**src/rtl/axi_rd_pkg.sv**
```systemverilog
// Shared types and constants for the AXI DRAM read slave.
package axi_rd_pkg;

    localparam int unsigned BEAT_DATA_W = 64;

    localparam logic [1:0] RESP_OKAY   = 2'b00;
    localparam logic [1:0] RESP_SLVERR = 2'b10;

    localparam logic [1:0] BURST_FIXED = 2'b00;
    localparam logic [1:0] BURST_INCR  = 2'b01;

    typedef enum logic [1:0] {
        IDLE  = 2'd0,
        RUN   = 2'd1,
        DRAIN = 2'd2
    } rd_state_e;

    typedef struct packed {
        logic [BEAT_DATA_W-1:0] data;
        logic                   last;
        logic [1:0]             resp;
    } rd_beat_t;

endpackage

```
**src/rtl/axi_rd_skid_fifo.sv**
```systemverilog
// Two-entry beat FIFO between the DRAM read return and the R channel.
module axi_rd_skid_fifo
    import axi_rd_pkg::*;
(
    input  logic       clk,
    input  logic       rst_n,
    input  logic       push,
    input  logic       pop,
    input  rd_beat_t   din,
    output rd_beat_t   dout,
    output logic [1:0] cnt
);

    rd_beat_t   mem_q [2];
    logic       wr_q;
    logic       rd_q;
    logic [1:0] cnt_q;

    always_ff @(posedge clk or negedge rst_n) begin
        if (!rst_n) begin
            for (int i = 0; i < 2; i++) begin
                mem_q[i] <= '0;
            end
            wr_q  <= 1'b0;
            rd_q  <= 1'b0;
            cnt_q <= 2'd0;
        end else begin
            if (push) begin
                mem_q[wr_q] <= din;
                wr_q        <= ~wr_q;
            end
            if (pop) begin
                rd_q <= ~rd_q;
            end
            cnt_q <= cnt_q + {1'b0, push} - {1'b0, pop};
        end
    end

    assign dout = mem_q[rd_q];
    assign cnt  = cnt_q;

endmodule

```
**src/rtl/axi_dram_rd_slv.sv**
```systemverilog
// AXI-style multi-burst read slave over the on-chip DRAM word array.
// Optional address range check enabled by defining AXI_RD_ADDR_CHK_EN.
module axi_dram_rd_slv
    import axi_rd_pkg::*;
#(
    parameter int unsigned ADDR_W    = 10,
    parameter int unsigned DATA_W    = 64,
    parameter int unsigned ID_W      = 8,
    parameter int unsigned MEM_WORDS = 1024
) (
    input  logic              clk,
    input  logic              rst_n,
    input  logic [ID_W-1:0]   lsu_axi_arid,
    input  logic [ADDR_W-1:0] lsu_axi_araddr,
    input  logic [7:0]        lsu_axi_arlen,
    input  logic [2:0]        lsu_axi_arsize,
    input  logic [1:0]        lsu_axi_arburst,
    input  logic [2:0]        lsu_axi_arstr,
    input  logic [7:0]        lsu_axi_arnum,
    input  logic              lsu_axi_arvld,
    output logic              axi_lsu_arrdy,
    output logic              mem_rd_en,
    output logic [ADDR_W-1:0] mem_rd_addr,
    input  logic [DATA_W-1:0] mem_rd_data,
    output logic [ID_W-1:0]   axi_lsu_rid,
    output logic [DATA_W-1:0] axi_lsu_rdata,
    output logic [1:0]        axi_lsu_rresp,
    output logic              axi_lsu_rlast,
    output logic              axi_lsu_rvld,
    input  logic              lsu_axi_rrdy
);

    rd_state_e         state_q, state_d;
    logic              arrdy_q;
    logic [ID_W-1:0]   id_q;
    logic [ADDR_W-1:0] base_q;
    logic [7:0]        len_q;
    logic [7:0]        num_q;
    logic [2:0]        str_q;
    logic              fixed_q;
    logic              err_q;
    logic [7:0]        beat_q;
    logic [7:0]        bst_q;
    logic              inflight_q;
    logic              inf_last_q;
    logic              inf_rerr_q;

    logic              ar_hs_c;
    logic              issue_c;
    logic              pop_c;
    logic              last_beat_c;
    logic              last_burst_c;
    logic              credit_ok_c;
    logic              drain_done_c;
    logic              rerr_c;
    logic [1:0]        occ_c;
    logic [1:0]        fifo_cnt;
    logic [15:0]       stride_c;
    logic [ADDR_W-1:0] addr_c;
    rd_beat_t          beat_in;
    rd_beat_t          head;

    assign ar_hs_c      = lsu_axi_arvld & arrdy_q;
    assign last_beat_c  = (beat_q == len_q);
    assign last_burst_c = (bst_q == num_q);
    assign pop_c        = axi_lsu_rvld & lsu_axi_rrdy;

    // Credit counts the slot freed by a same-cycle pop so rrdy=1 streams without bubbles.
    assign occ_c        = fifo_cnt - {1'b0, pop_c} + {1'b0, inflight_q};
    assign credit_ok_c  = (occ_c < 2'd2);
    assign drain_done_c = !inflight_q && ((fifo_cnt == 2'd0) || ((fifo_cnt == 2'd1) && pop_c));

    assign stride_c = (16'(len_q) + 16'd1) << str_q;
    assign addr_c   = base_q + (fixed_q ? '0 : ADDR_W'(beat_q));

`ifdef AXI_RD_ADDR_CHK_EN
    assign rerr_c    = (32'(addr_c) >= 32'(MEM_WORDS));
    assign mem_rd_en = issue_c & ~rerr_c;
`else
    assign rerr_c    = 1'b0;
    assign mem_rd_en = issue_c;
`endif
    assign mem_rd_addr = mem_rd_en ? addr_c : '0;

    always_comb begin
        state_d = state_q;
        issue_c = 1'b0;
        case (state_q)
            IDLE: begin
                if (ar_hs_c) begin
                    state_d = RUN;
                end
            end
            RUN: begin
                if (credit_ok_c) begin
                    issue_c = 1'b1;
                    if (last_beat_c && last_burst_c) begin
                        state_d = DRAIN;
                    end
                end
            end
            DRAIN: begin
                if (drain_done_c) begin
                    state_d = IDLE;
                end
            end
            default: state_d = IDLE;
        endcase
    end

    always_ff @(posedge clk or negedge rst_n) begin
        if (!rst_n) begin
            state_q <= IDLE;
            arrdy_q <= 1'b1;
        end else begin
            state_q <= state_d;
            arrdy_q <= (state_d == IDLE);
        end
    end

    // Request capture and burst/beat address generation.
    always_ff @(posedge clk or negedge rst_n) begin
        if (!rst_n) begin
            id_q    <= '0;
            base_q  <= '0;
            len_q   <= 8'd0;
            num_q   <= 8'd0;
            str_q   <= 3'd0;
            fixed_q <= 1'b0;
            err_q   <= 1'b0;
            beat_q  <= 8'd0;
            bst_q   <= 8'd0;
        end else if (ar_hs_c) begin
            id_q    <= lsu_axi_arid;
            base_q  <= lsu_axi_araddr;
            len_q   <= lsu_axi_arlen;
            num_q   <= lsu_axi_arnum;
            str_q   <= lsu_axi_arstr;
            fixed_q <= (lsu_axi_arburst == BURST_FIXED);
            err_q   <= (lsu_axi_arburst != BURST_FIXED) && (lsu_axi_arburst != BURST_INCR);
            beat_q  <= 8'd0;
            bst_q   <= 8'd0;
        end else if (issue_c) begin
            if (last_beat_c) begin
                beat_q <= 8'd0;
                bst_q  <= bst_q + 8'd1;
                base_q <= base_q + ADDR_W'(stride_c);
            end else begin
                beat_q <= beat_q + 8'd1;
            end
        end
    end

    // One-cycle array read pipeline stage carrying the beat's metadata.
    always_ff @(posedge clk or negedge rst_n) begin
        if (!rst_n) begin
            inflight_q <= 1'b0;
            inf_last_q <= 1'b0;
            inf_rerr_q <= 1'b0;
        end else begin
            inflight_q <= issue_c;
            inf_last_q <= last_beat_c;
            inf_rerr_q <= rerr_c;
        end
    end

    assign beat_in.data = inf_rerr_q ? '0 : BEAT_DATA_W'(mem_rd_data);
    assign beat_in.last = inf_last_q;
    assign beat_in.resp = (err_q | inf_rerr_q) ? RESP_SLVERR : RESP_OKAY;

    axi_rd_skid_fifo u_fifo (
        .clk   (clk),
        .rst_n (rst_n),
        .push  (inflight_q),
        .pop   (pop_c),
        .din   (beat_in),
        .dout  (head),
        .cnt   (fifo_cnt)
    );

    assign axi_lsu_arrdy = arrdy_q;
    assign axi_lsu_rvld  = (fifo_cnt != 2'd0);
    assign axi_lsu_rid   = id_q;
    assign axi_lsu_rdata = DATA_W'(head.data);
    assign axi_lsu_rresp = head.resp;
    assign axi_lsu_rlast = head.last;

    logic unused_c;
    assign unused_c = ^{lsu_axi_arsize, 32'(MEM_WORDS)};

endmodule

```
**config.mk**
```make
export PLATFORM = sky130hd
export DESIGN_NAME = axi_dram_rd_slv
export DESIGN_NICKNAME = d
export VERILOG_FILES = /design/src/rtl/axi_rd_pkg.sv /design/src/rtl/axi_rd_skid_fifo.sv /design/src/rtl/axi_dram_rd_slv.sv
export SDC_FILE = /design/constraint.sdc
export NUM_CORES = 1
export LEC_CHECK = 0
export ABC_AREA = 1
export CAP_MARGIN = 40
export CORE_AREA = 2 2 210 212
export DETAILED_ROUTE_END_ITERATION = 16
export DIE_AREA = 0 0 212 214
export PLACE_DENSITY_LB_ADDON = 0.1
export SYNTH_ARGS = -nofsm -noshare
export SYNTH_HDL_FRONTEND = slang
export SYNTH_SLANG_ARGS = --single-unit
```
**constraint.sdc**
```tcl
create_clock -name clk -period 2.8 [get_ports clk]
set_input_delay 0.56 -clock clk [delete_from_list [all_inputs] [get_ports clk]]
set_output_delay 0.56 -clock clk [all_outputs]
set_load 0.005 [all_outputs]
```
### Word level (Yosys, flattened, before mapping)

Cells that the tools add are included.

| storage, ports and cells | value |
|---|---|
| register bits | 198 |
| latch bits | 0 |
| bits in writable memories | 0 |
| bits in read-only memories | 0 |
| output and inout bits | 88 |
| memories kept | 0 |

| operators by class | value |
|---|---|
| add/subtract/negate cells | 9 |
| multipliers | 0 |
| div/mod/pow operators | 0 |
| magnitude comparators | 4 |
| equality and inequality tests | 6 |
| shifts and indexed selects | 1 |
| muxes and demuxes | 25 |
| bitwise operators | 6 |
| reductions and logical operators | 16 |

Operators by type and width:

| operator | count |
|---|---|
| $mux W67 | 4 |
| $bwmux W134 | 1 |
| $demux W67 S1 | 1 |
| $mux W8 | 7 |
| $mux W10 | 4 |
| $add A8 B1 Y8 const B | 2 |
| $eq A8 B8 Y1 | 2 |
| $add A10 B10 Y10 | 1 |
| $add A10 B8 Y10 | 1 |
| $mux W2 | 5 |
| $shl A9 B3 Y10 | 1 |
| $add A8 B1 Y9 const B | 1 |
| $logic_not A2 Y1 | 4 |
| $reduce_bool A2 Y1 | 4 |
| $pmux W2 S3 | 1 |
| $logic_and A1 B1 Y1 | 5 |
| $add A2 B1 Y2 | 2 |
| $eq A2 B1 Y1 const B | 2 |
| $ge A2 B2 Y1 const B | 2 |
| $not A1 Y2 | 2 |
| $sub A2 B1 Y2 | 2 |
| $and A1 B1 Y1 | 2 |
| $eq A2 B2 Y1 const B | 1 |
| $lt A2 B1 Y1 const B | 1 |
| other kinds (7) | 9 |

### Longest topological paths before layout

| depth | value |
|---|---|
| depth after elaboration | 9 |
| gate-level depth with buffers | 19 |

### By module

A second synthesis with hierarchy kept.

| second synthesis, totals | value |
|---|---|
| cells, all modules | 1312 |
| area total of the unflattened synthesis | 10157.2 µm² |

By module, submodules not included:

| module | times used | cells each | area an instance (µm²) |
|---|---|---|---|
| axi_rd_skid_fifo | 1 | 735 | 6073.3 |
| axi_dram_rd_slv | 1 | 577 | 4083.9 |

### Worst setup path before layout

OpenSTA, ideal clock, no wires.

| timing path | value |
|---|---|
| kind | register to output |
| from | register fixed_q |
| to | output port mem_rd_addr[8] |
| arrival | 2.035 ns |
| data required time | 2.240 ns |
| path slack | 0.205 ns |
| cell stages (with the launch flop) | 14 |
| cells stage by stage | dfrtp_1 -> clkbuf_1 -> nor2_1 -> ha_1 -> fa_1 -> nand3_1 -> nand3_1 -> a21oi_1 -> o21bai_1 -> nand2_1 -> nand2_1 -> a21oi_1 -> nor2_1 -> nor2_1 |

| between the ends | value |
|---|---|
| longest elaborated chain between the ends | 3 |

RTL lines:

| item | line | RTL |
|---|---|---|
| from (decl) | axi_dram_rd_slv.sv:40 | `logic fixed_q;` |
| from (signal assigned) | axi_dram_rd_slv.sv:139 | `fixed_q <= (lsu_axi_arburst == BURST_FIXED);` |
| $mux W8 | axi_dram_rd_slv.sv:74 | `assign addr_c = base_q + (fixed_q ? '0 : ADDR_W'(beat_q));` |
| $add A10 B8 Y10 | axi_dram_rd_slv.sv:74 |  |
| $mux W10 | axi_dram_rd_slv.sv:83 | `assign mem_rd_addr = mem_rd_en ? addr_c : '0;` |
| to (decl) | axi_dram_rd_slv.sv:23 | `output logic [ADDR_W-1:0] mem_rd_addr,` |

Every way passes these cells.

### Final worst setup path

| timing path | value |
|---|---|
| from | register beat_q[0] |
| to | output port mem_rd_addr[8] |

| between the ends | value |
|---|---|
| longest elaborated chain between the ends | 3 |

RTL lines:

| item | line | RTL |
|---|---|---|
| from (decl) | axi_dram_rd_slv.sv:42 | `logic [7:0] beat_q;` |
| from (signal assigned) | axi_dram_rd_slv.sv:149 | `beat_q <= beat_q + 8'd1;` |
| $mux W8 | axi_dram_rd_slv.sv:74 |  |
| $add A10 B8 Y10 | axi_dram_rd_slv.sv:74 |  |
| $mux W10 | axi_dram_rd_slv.sv:83 |  |

Every way passes these cells.

==> run metrics <==
1st-pass router iterations 5; Worst Hold Class register to register; Antenna Cells 0; DIE WIDTH 212 um; top cell type's share of synthesized area 49.7%; RSZ-0062 raised after global routing true; EDFF count, synth 0; Leakage Power 7.09 nW; critical-path maximum fanout 2; syn_nets 1411; most frequent cells after synthesis nand2_1 (495), dfrtp_1 (195), o21ai_0 (175); largest cells by area after synthesis dfrtp_1 (50%), nand2_1 (19%), o21ai_0 (8.9%); largest net degree at the start of global routing 70; Setup Skew 0.0117 ns; violated checks negative setup slack; worst slew pin tran 0.641 ns; Layout Nets 1694; r2r setup slk 0.02 ns; HPWL reported at the end of detailed placement 21.3 mm; Slew HR 57.3%; R2R depth 20; Final Cycle Share 107%; Clock Root Buffer clkbuf_16; post-route ant nets 0; fin crit period 2.99 ns; Pwr Density 966 mW/mm2; final hold violations 0; r2r endpoint base_q[9]$_DFFE_PN0P_; area of the die 0.0454 mm2; clk sinks 196; Clk Latency, worst-skew pair 0.46 ns; worst hold slack 0.486 ns; first-pass GRT wire length 48.8 mm; Peak Freq 0.334 GHz; most frequent cell after synthesis nand2_1; CTS tree yes; pins over their slew limit 0; worst vdd ir 0.000462 V; I/O pin cnt 198; vias per cell 4.14; Setup violations, final 8; total power 0.0141 W; clk buf depth 2; post-synthesis sequential area ratio 50.0%; GRT Resource Usage Total 13.9%; initial antenna violation count 1; crit path launch type register; IO buf count 193; Hold Path Stages 2; clock transition at the registers of the reported paths 0.08 ns; Critical Path RT 2.24 ns; DR DRC count 0; Avg WL per Cell 14.3 um; Cells after Synth 1277; kind of critical path register to primary output; Initial Utilization 22.9%; top_reg_cell synth dfrtp_1; Post-synth ARST share 100%; total congestion overflow 0; CP arrival 2.43 ns; share of layout cells above drive strength 1 18.8%; Avg Cell Area, Syn 7.69 um2; Die Y 214 um; TritonCTS Buffers 17; via count 8931; H-tree depth 4; max-cap violations 0; FF-to-FF Start len_q[0]$_DFFE_PN0P_; Rows 76; DR iter-0 viols 461; Netlist cell types 38; HP Start axi_lsu_rid[5]$_DFFE_PN0P_; Synth Cell Area 0.00981 mm2; drt total wl 30.8 mm; crit path capture type primary output; setup ws final -0.190 ns; core box area 0.0429 mm2; global placement routability congestion 0.807; number of global-route vias before repair 8924; outcome finished, violations left; Area Overhead vs Synth 48.4%; Yosys reg bits 196; area leader, netlist dfrtp_1; Yosys warnings 0; Hold Path Sink axi_lsu_rid[5]$_DFFE_PN0P_
worst max path at each step:
stage	start	endpoint
2_1_floorplan	fixed_q$_DFFE_PN0P_	mem_rd_addr[8]
3_3_place_gp	lsu_axi_rrdy	mem_rd_addr[9]
3_5_place_dp	lsu_axi_rrdy	mem_rd_addr[2]
4_1_cts	beat_q[0]$_DFFE_PN0P_	mem_rd_addr[8]
5_1_grt	fixed_q$_DFFE_PN0P_	mem_rd_addr[8]
6_report	beat_q[0]$_DFFE_PN0P_	mem_rd_addr[8]
power breakdown:
group          switching, W  internal [W]
clock network       0.00127       0.00127
logic               0.00359       0.00350
registers          0.000541       0.00389
total               0.00540       0.00866
final cells by class:
class | instances | area (um2)
clock buffers | 17 | 425
clock inverters | 15 | 163
fillers | 4541 | 28300
inverters | 128 | 490
multi-input cells | 891 | 4770
flip-flops and latches | 196 | 4910
well taps | 585 | 732
repair buffers | 326 | 3070
critical path: stages (launching register included):
cell and delay, ns:
dfrtp_1 0.40, inv_2 0.09, nor2_4 0.05, ha_4 0.15
fa_2 0.34, nand3_2 0.07, nand3_2 0.07, a21oi_2 0.18
o21bai_1 0.10, nand2_1 0.06, nand2_1 0.06, a21oi_2 0.14
nand2_1 0.07, nand2_1 0.05, nor2_1 0.04, buf_2 0.11
timing repair:
action                                 4_1_cts  5_1_grt
resized for setup                          116       95
buffers inserted                            20       13
endpoints found under the hold margin       32        0
hold buffers                                 1        0
pin swaps                                   33       61
setup endpoints to repair                   41       17
kinds of logic (layout without fill, tap and decap cells):
family	after synthesis	count (layout)	share of synthesized area [%]
flops	196	196	50.0
compound gates	245	245	13.0
fa+ha+maj	24	24	3.21
xor+xnor	18	18	1.76
simple gates	603	603	24.6
other cells	1	1	0.0382
buf+inv	190	486	7.46
cell usage in the layout (no fill, tap or decap), types with 3 or more instances in the layout:
master / n
a21oi_1: 20
a21oi_2: 11
a31oi_1: 4
a31oi_2: 3
buf_12: 11
buf_2: 9
buf_4: 109
buf_6: 14
clkbuf_16: 17
clkdlybuf4s50_1: 179
clkinv_2: 3
dfrtp_1: 191
dfrtp_2: 4
ha_1: 13
ha_4: 9
inv_1: 111
inv_2: 14
inv_8: 6
nand2_1: 484
nand2_2: 9
nand2_4: 4
nand3_1: 22
nand3_2: 9
nand3_4: 4
nand4_1: 10
nor2_1: 28
nor2_2: 8
nor2_4: 8
nor3_1: 8
nor3_4: 3
o211ai_1: 3
o21a_1: 3
o21ai_0: 157
o21ai_1: 17
o21ai_2: 12
o21ai_4: 3
o21bai_1: 3
xnor2_1: 8
xor2_1: 6
metal layers:
metal  up-vias  track usage, %  share of wire [%]
li1       4611               -                  -
met1      4133            18.0                 47
met2       162            23.1                 48
met3        23            3.30                4.3
met4         2            3.57                1.2
met5         -               0              0.042
stage by stage:
stage                     std cells  worst slack [ns]  area, um2  utilization, %  TNS, ns
after floorplan                1277             0.205       9810               -        0
after global placement         2096            -0.679      13100            30.6    -8.73
after detailed placement       2096            -0.662      13100            30.6    -8.73
after CTS                      2148            -0.337      14100            32.9    -2.02
after global routing           2158            -0.350      14600            34.0    -2.25
final                          2158            -0.190      14600            34.0   -0.459
state kept, by name, indices dropped and copies added (netlist names), 2 cells and up:
signal / flops
u_fifo.mem_q: 132
num_q: 8
bst_q: 8
str_q: 3
len_q: 8
state_q: 2
base_q: 10
beat_q: 8
axi_lsu_rid: 8
u_fifo.cnt: 2
Note: power is estimated with default switching activity, not from simulation.
